`src/rtl/fixed_divider.sv`:
```
// fixed_divider: sequential sign-magnitude fixed-point divider, result = a / b.
// Number format is Q(intbits).(fracbits) sign-magnitude, matching the fixed-point
// multiplier. Restoring radix-2 division, one quotient bit per clock.
//
// Ports:
//   clk, rst_n            clock, asynchronous active-low reset
//   in_valid / in_ready   operand handshake (a, b captured when both high)
//   a, b                  dividend / divisor, sign-magnitude, n bits
//   out_valid / out_ready result handshake
//   result                quotient, sign-magnitude, magnitude truncated toward zero
//   ovf                   quotient magnitude overflowed n-1 bits (also set on divide-by-zero)
//   dz                    divisor magnitude was zero
module fixed_divider #(
  parameter int n        = 32,
  parameter int intbits  = 12,
  parameter int fracbits = 20
) (
  input  logic         clk,
  input  logic         rst_n,
  input  logic         in_valid,
  output logic         in_ready,
  input  logic [n-1:0] a,
  input  logic [n-1:0] b,
  output logic         out_valid,
  input  logic         out_ready,
  output logic [n-1:0] result,
  output logic         ovf,
  output logic         dz
);

  // Quotient width: magnitude (n-1 bits) pre-scaled by 2^fracbits.
  // intbits + fracbits == n, so this equals n-1+fracbits.
  localparam int QW = intbits + 2 * fracbits - 1;
  localparam int CW = $clog2(n + fracbits);

  typedef enum logic [1:0] {IDLE, CALC, DONE} state_t;

  state_t        state, state_nx;
  logic [QW-1:0] dq;      // dividend bits shift out of the MSB, quotient bits shift into the LSB
  logic [n-1:0]  rem;
  logic [n-2:0]  dvs;
  logic          sgn;
  logic [CW-1:0] cnt;
  logic [n-1:0]  res_q;
  logic          ovf_q, dz_q;

  logic [n:0]    trial;
  logic          ge;
  logic [n-1:0]  diff;
  logic [QW-1:0] q_nx;
  logic          last;
  logic          b_zero;

  // rem < dvs < 2^(n-1) always holds, so the subtraction fits in n bits.
  always_comb begin
    trial  = {rem, dq[QW-1]};
    ge     = trial >= {2'b00, dvs};
    diff   = trial[n-1:0] - {1'b0, dvs};
    q_nx   = {dq[QW-2:0], ge};
    last   = cnt == CW'(QW - 1);
    b_zero = b[n-2:0] == '0;
  end

  // State register
  always_ff @(posedge clk or negedge rst_n) begin
    if (!rst_n) state <= IDLE;
    else        state <= state_nx;
  end

  // Next-state logic
  always_comb begin
    state_nx = state;
    case (state)
      IDLE:    if (in_valid) state_nx = b_zero ? DONE : CALC;
      CALC:    if (last)     state_nx = DONE;
      DONE:    if (out_ready) state_nx = IDLE;
      default: state_nx = IDLE;
    endcase
  end

  // Datapath
  always_ff @(posedge clk or negedge rst_n) begin
    if (!rst_n) begin
      dq    <= '0;
      rem   <= '0;
      dvs   <= '0;
      sgn   <= 1'b0;
      cnt   <= '0;
      res_q <= '0;
      ovf_q <= 1'b0;
      dz_q  <= 1'b0;
    end else begin
      case (state)
        IDLE: if (in_valid) begin
          sgn <= a[n-1] ^ b[n-1];
          dq  <= {a[n-2:0], {fracbits{1'b0}}};
          dvs <= b[n-2:0];
          rem <= '0;
          cnt <= '0;
          // Divide-by-zero skips CALC; its result is loaded directly.
          if (b_zero) begin
            res_q <= {a[n-1] ^ b[n-1], {(n-1){1'b1}}};
            ovf_q <= 1'b1;
            dz_q  <= 1'b1;
          end
        end
        CALC: begin
          dq  <= q_nx;
          rem <= ge ? diff : trial[n-1:0];
          cnt <= cnt + 1'b1;
          // On overflow the low bits wrap; ovf flags any lost high quotient bit.
          if (last) begin
            res_q <= {sgn, q_nx[n-2:0]};
            ovf_q <= |q_nx[QW-1:n-1];
            dz_q  <= 1'b0;
          end
        end
        default: ;
      endcase
    end
  end

  // Outputs decode from registered state only
  always_comb begin
    in_ready  = state == IDLE;
    out_valid = state == DONE;
    result    = res_q;
    ovf       = ovf_q;
    dz        = dz_q;
  end

endmodule

```
`config.mk`:
```
export PLATFORM = sky130hd
export DESIGN_NAME = fixed_divider
export DESIGN_NICKNAME = d
export VERILOG_FILES = /design/src/rtl/fixed_divider.sv
export SDC_FILE = /design/constraint.sdc
export NUM_CORES = 1
export LEC_CHECK = 0
export ABC_AREA = 1
export BUFFER_PORTS_ARGS = -buffer_cell sky130_fd_sc_hd__buf_2
export CAP_MARGIN = 30
export CORE_MARGIN = 5
export CORE_UTILIZATION = 55
export CTS_CLUSTER_DIAMETER = 80
export CTS_CLUSTER_SIZE = 25
export DETAILED_ROUTE_END_ITERATION = 16
export PLACE_DENSITY = 0.76
export SLEW_MARGIN = 0
export SYNTH_ARGS = -nofsm -noshare
export SYNTH_HDL_FRONTEND = slang
export SYNTH_SLANG_ARGS = --single-unit
```
`constraint.sdc`:
```
create_clock -name clk -period 2.45 [get_ports clk]
set_clock_uncertainty 0.15 [all_clocks]
set_input_delay 0.245 -clock clk [delete_from_list [all_inputs] [get_ports clk]]
set_output_delay 0.245 -clock clk [all_outputs]
set_load 0.05 [all_outputs]
```
**Word level (Yosys, flattened, before mapping)**

Index checks and enable logic that the tools add are counted.

- Output and inout port bits: 36
- Register bits after elaboration: 157
- Word-level logic and storage cells: 50
- Input bits: 68

- Magnitude comparators: 1
- Equal/unequal tests: 7
- Reductions and logical operators: 8
- Multiplexer cells: 22
- Bitwise gates (word level): 1
- Add/subtract/negate cells: 2

Operator list:

| operator | number |
|---|---|
| 2-to-1 mux 32 bit | 5 |
| one-hot mux 32 bit (2 select lines) | 2 |
| one-hot mux 51 bit (2 select lines) | 1 |
| 2-to-1 mux 51 bit | 1 |
| >= comparator 33 x 31 -> 1 bit | 1 |
| subtractor 32 x 31 -> 32 bit | 1 |
| zero test 31 bit | 1 |
| OR reduction 20 bit | 1 |
| one-hot mux 6 bit (2 select lines) | 1 |
| 2-to-1 mux 2 bit | 4 |
| adder 6 x 1 -> 6 bit (second input constant) | 1 |
| == test 6 bit (second input constant) | 1 |
| 2-to-1 mux 6 bit | 1 |
| one-hot mux 2 bit (3 select lines) | 1 |
| 2-to-1 mux 1 bit | 4 |
| inequality test 2 x 1 -> 1 bit (second input constant) | 2 |
| inequality test 2 bit (second input constant) | 2 |
| one-hot mux 1 bit (2 select lines) | 2 |
| AND reduction 2 bit | 2 |
| AND reduction 4 bit | 1 |
| AND reduction 3 bit | 1 |
| == test 2 x 1 -> 1 bit (second input constant) | 1 |
| == test 2 bit (second input constant) | 1 |
| zero test 2 bit | 1 |
| other kinds (2) | 2 |

**Logic depth before layout (Yosys ltp)**

- Word-level depth: 4
- Gate-level depth with buffers: 18
- Depth with buffers taken out: 16

**Worst setup path after synthesis**

Ideal clock, no wire load.

- Path kind: register to register
- From: register rem[27]
- To: register rem[10]
- Setup time: 0.069 ns
- Arrival time: 1.898 ns
- Stages on the path, launching flop included: 14
- Slack: 0.333 ns
- Required time: 2.231 ns
- Clock period less this slack: 2.117 ns
- Cell sequence: dfrtp_1 -> ha_1 -> nand2_1 -> inv_1 -> a21oi_1 -> nor2_1 -> nor2_1 -> nand2_1 -> nor2_1 -> nand2_1 -> nor2_4 -> buf_2 -> nand2_1 -> nand3_1

- Word-level cells in the longest chain between the ends: 3

RTL lines:

| what | line | RTL |
|---|---|---|
| start, declared | 40 | `logic [n-1:0] rem;` |
| start signal, assigned | 109 | `rem <= ge ? diff : trial[n-1:0];` |
| >= comparator 33 x 31 -> 1 bit | 57 | `ge = trial >= {2'b00, dvs};` |
| 2-to-1 mux 32 bit | 109 |  |
| one-hot mux 32 bit (2 select lines) | 93 | `case (state)` |

Every way passes these cells.
A chain may end at the register's enable or synchronous reset.

**Worst setup path in the final report**

- From: register rem[8]
- To: register rem[29]

- Word-level cells in the longest chain between the ends: 3
- Elaborated cells on any way between the ends: 4
- Those cells by class: add/sub: 1; order compare: 1; mux: 2

RTL lines:

| what | line |
|---|---|
| subtractor 32 x 31 -> 32 bit or >= comparator 33 x 31 -> 1 bit (tied branches) | 58, 57 |
| 2-to-1 mux 32 bit (*) | 109 |
| one-hot mux 32 bit (2 select lines) (*) | 93 |

Mark *: on every way between the ends. The rest lies on a longest branch, timed or not.

==> impl_metrics.json <==
{
  "run_status": "finished, final reports clean",
  "worst_hold_path.num_cells": 3,
  "floorplan.initialDensity": 0.5558,
  "final_worst_setup_slack_ns": 0.09433,
  "numPortBuffers": 103,
  "grt_usage": 0.2460,
  "post-route-period-util": 0.9615,
  "worstRegToRegCells": 14,
  "placement_rows": 47,
  "die-height_um": 139.0,
  "post-synth-top-area-cell": "sky130_fd_sc_hd__dfrtp_1",
  "relSlewSlack": 0.5164,
  "fraction_of_the_mapped_netlist_area_in_compound_gates": 0.09844,
  "r2r_slack_ns": 0.09,
  "path_common_cell": "sky130_fd_sc_hd__nand2_1",
  "ios": 104,
  "tritoncts": "built",
  "slew_violations": 0,
  "synth_nets": 1365,
  "start_kind": "flip-flop",
  "cp_max_fo": 8,
  "multi_input_comb_area_um2": 4402,
  "maximum_number_of_pins_on_one_net_before_global_route_repair": 79,
  "timing.critical_path.slowest_cell_delay_ns": 0.41,
  "cts_buffer_depth": 2,
  "whs_ns": 0.02116,
  "die_area_um2": 19320,
  "count_of_state_elements_after_synthesis": 157,
  "syn-mean-instance-area_um2": 7.246,
  "proportion_of_layout_cells_with_a_drive_suffix_above_1": 0.1583,
  "timing.critical_path.buf_inv": 1,
  "detailroute.via_count": 8470,
  "largest_family_of_logic_cells_by_synthesized_area": "simple AND/OR/NAND/NOR gates",
  "finalNetCount": 1523,
  "timing_worst_setup_path_type": "reg -> reg",
  "drt_pass1_iterations": 6,
  "clock-root-buffer": "sky130_fd_sc_hd__clkbuf_16",
  "required_ns": 2.67,
  "synth.yosys.warnings": 0,
  "min_from": "a[2]",
  "final-hold-violation-count": 0,
  "final-setup-viol-count": 0,
  "synthFlopType": "sky130_fd_sc_hd__dfrtp_1",
  "synth_edf_count": 0,
  "worst-endpoint-arrival_ns": 2.57,
  "synth_simple_gate_area_share": 0.3016,
  "fill_cells": 1408,
  "async_reset_ff_frac": 1.000,
  "hold_end": "dq[22]",
  "multiplexer_area_fraction_after_synthesis": 0,
  "grt_pass1_wl_um": 39760,
  "antenna_cells_inserted": 0,
  "worstPathCellList": "ha_1 -> nand2_2 -> nor2_2 -> nand2_1 -> nor2_2 -> nand2_1 -> nand2_1 -> nor2_4 -> nand2_2 -> buf_4 -> nand3_1 -> nand2_1 -> nand2_1 -> nand2_1",
  "tightestPinTransition_ns": 0.7245,
  "vias_per_cell": 5.121,
  "grt_pass1_vias": 8205,
  "clk_transition_reported_paths_ns": 0.07,
  "hp-class": "in -> reg",
  "synth_top_area_frac": 0.4293,
  "synth.area.top_cells": "sky130_fd_sc_hd__dfrtp_1 43%, sky130_fd_sc_hd__nand2_1 17%, sky130_fd_sc_hd__inv_1 8.1%, sky130_fd_sc_hd__ha_1 4.5%, sky130_fd_sc_hd__nand3_1 3.7%",
  "critPathCaptureType": "flip-flop",
  "die_width_um": 139.0,
  "place_worst_setup_slack_ns": -0.01630,
  "grt_antenna_before_repair": 0,
  "core_region_area_um2": 16470,
  "placedCellCount": 1575,
  "number_of_antenna_violating_nets_in_the_routed_design": 0,
  "tritoncts_num_sinks": 157,
  "critical-path-slowest-cell": "sky130_fd_sc_hd__dfrtp_1",
  "finalWeightedCongestion": 0.9635,
  "synth_cells": 1263,
  "cp_top_family": "simple AND/OR/NAND/NOR gates",
  "post_synth_xor_area_fraction": 0.01723,
  "post-route-drc-count": 0,
  "worstReg2RegEnd": "rem[29]",
  "detail_route.wl_per_cell_um": 14.19,
  "numCtsBuffers": 17,
  "hpwl_um": 16900,
  "fmaxAchievable_ghz": 0.4245,
  "finalNonFillerCells": 1654,
  "synth.cell_area_um2": 9151,
  "grt-ovfl-total": 0,
  "max-cap-violations": 0,
  "synth-adder-area-share": 0.04731,
  "period_needed_ns": 2.356,
  "sequential_standard_cell_area_um2": 3929,
  "timing.setup.tns_ns": 0,
  "detail_route.iter0.violations": 562,
  "synth-seq-area-share": 0.4293,
  "rr_startpoint": "rem[8]",
  "cts.htree.levels": 4,
  "clock_latency_late_sink_ns": 0.43,
  "synthToLayoutAreaGrowth_pct": 23.27,
  "synth_cell_types": 36,
  "detail_route.wirelength_um": 23480
}
## registers in the layout, summed over array words and instances, names as in the netlist
| signal | count |
|---|---|
| cnt | 6 |
| ovf | 1 |
| dq | 51 |
| dz | 1 |
| sgn | 1 |
| dvs | 31 |
| state | 2 |
| result | 32 |
| rem | 32 |
## cell usage in the layout, fill, tap and decap left out, types with 2 or more instances in the layout
cell | synthesis | layout
sky130_fd_sc_hd__o21ai_1 | 10 | 10
sky130_fd_sc_hd__buf_2 | 5 | 102
sky130_fd_sc_hd__ha_2 | 0 | 4
sky130_fd_sc_hd__nor2_4 | 2 | 7
sky130_fd_sc_hd__clkinv_8 | 0 | 3
sky130_fd_sc_hd__nand4_1 | 13 | 13
sky130_fd_sc_hd__o21ai_0 | 64 | 64
sky130_fd_sc_hd__nand3_2 | 2 | 5
sky130_fd_sc_hd__nor4_1 | 9 | 8
sky130_fd_sc_hd__o21bai_1 | 3 | 3
sky130_fd_sc_hd__nor3_1 | 27 | 27
sky130_fd_sc_hd__dlygate4sd3_1 | 0 | 45
sky130_fd_sc_hd__o31ai_1 | 12 | 12
sky130_fd_sc_hd__buf_4 | 2 | 30
sky130_fd_sc_hd__clkinvlp_4 | 0 | 3
sky130_fd_sc_hd__inv_8 | 0 | 5
sky130_fd_sc_hd__inv_1 | 197 | 195
sky130_fd_sc_hd__inv_6 | 0 | 2
sky130_fd_sc_hd__xor2_1 | 16 | 16
sky130_fd_sc_hd__inv_2 | 4 | 6
sky130_fd_sc_hd__nand2_1 | 421 | 416
sky130_fd_sc_hd__ha_1 | 33 | 24
sky130_fd_sc_hd__xnor2_1 | 2 | 2
sky130_fd_sc_hd__nor2_1 | 85 | 80
sky130_fd_sc_hd__and2_1 | 4 | 4
sky130_fd_sc_hd__nand3_1 | 67 | 64
sky130_fd_sc_hd__a211oi_1 | 2 | 2
sky130_fd_sc_hd__a21oi_1 | 20 | 19
sky130_fd_sc_hd__nor3_2 | 2 | 2
sky130_fd_sc_hd__nand2_2 | 9 | 14
sky130_fd_sc_hd__clkbuf_16 | 0 | 17
sky130_fd_sc_hd__o22ai_1 | 18 | 18
sky130_fd_sc_hd__nand3b_1 | 7 | 7
sky130_fd_sc_hd__a221oi_1 | 18 | 18
sky130_fd_sc_hd__dfrtp_1 | 157 | 157
sky130_fd_sc_hd__ha_4 | 0 | 5
sky130_fd_sc_hd__nor2_2 | 9 | 9
sky130_fd_sc_hd__buf_12 | 0 | 7
## how the worst max path moves through the flow
stage,start,endpoint,slack (ns),cells after the start
final,rem[8],rem[29],0.09,14
after global routing,rem[26],rem[29],-0.04,14
after CTS,rem[23],rem[29],0.05,14
after detailed placement,rem[26],rem[0],-0.02,13
after global placement,dq[50],rem[28],0.04,15
after floorplan,rem[27],rem[10],0.33,13
## what timing repair did
item | in CTS | in global routing
hold buffers | 45 | 0
endpoints found under the setup margin | 26 | 36
setup buffers | 0 | 2
hold endpoints to repair | 200 | 0
pin swaps | 0 | 2
gates resized for setup | 2 | 25
## per-stage QoR
step                      instance area (µm²)  utilization
final                                   11280       0.6851
after global routing                    11280       0.6851
after CTS                               11140       0.6767
after detailed placement                10100       0.6135
after global placement                  10100       0.6135
after floorplan                          9151            -
## synthesized netlist by cell type, drive strengths merged (13+ instances only)
master and n:
a21oi 21, a221oi 18, buf 14, clkbuf 32, dfrtp 157, ha 33, inv 201, nand2 430
nand3 69, nand4 13, nor2 96, nor3 29, o21ai 74, o22ai 18, xor2 16
## layout make-up
type                    count  area share
repair buffers            185      0.1186
clock inverters            14     0.01364
inverters                 201     0.06688
clock buffers              18     0.03804
well taps                 220     0.02440
multi-input cells         859      0.3902
flip-flops and latches    157      0.3483
## per-layer routing
| metal | up-vias | wire length [µm] | track usage |
|---|---|---|---|
| met3 | 34 | 954 | 0.03448 |
| li1 | 4302 | - | - |
| met2 | 195 | 11000 | 0.3940 |
| met4 | 0 | 456 | 0.07518 |
| met1 | 3939 | 11070 | 0.3494 |
| met5 | - | 0 | 0 |
## cells by family (layout without fill, tap and decap cells)
group                      Yosys count  count (layout)
AOI/OAI and AO/OA                  150             150
xor gates and xnor gates            18              18
adders and majority gates           34              34
buffers and inverters              247             418
DFF                                157             157
and+or+nand+nor                    657             657
## worst reg2reg max path, cell delays in order, from the launching register on
cell and delay, ns:
sky130_fd_sc_hd__dfrtp_1 0.41, sky130_fd_sc_hd__ha_1 0.37, sky130_fd_sc_hd__nand2_2 0.12, sky130_fd_sc_hd__nor2_2 0.19, sky130_fd_sc_hd__nand2_1 0.11, sky130_fd_sc_hd__nor2_2 0.15
sky130_fd_sc_hd__nand2_1 0.07, sky130_fd_sc_hd__nand2_1 0.10, sky130_fd_sc_hd__nor2_4 0.06, sky130_fd_sc_hd__nand2_2 0.13, sky130_fd_sc_hd__buf_4 0.18, sky130_fd_sc_hd__nand3_1 0.08
sky130_fd_sc_hd__nand2_1 0.06, sky130_fd_sc_hd__nand2_1 0.04, sky130_fd_sc_hd__nand2_1 0.05
Power is left out: the tool's default activity adds up to more than one toggle a clock period on the data nets, which glitch-free logic cannot reach.
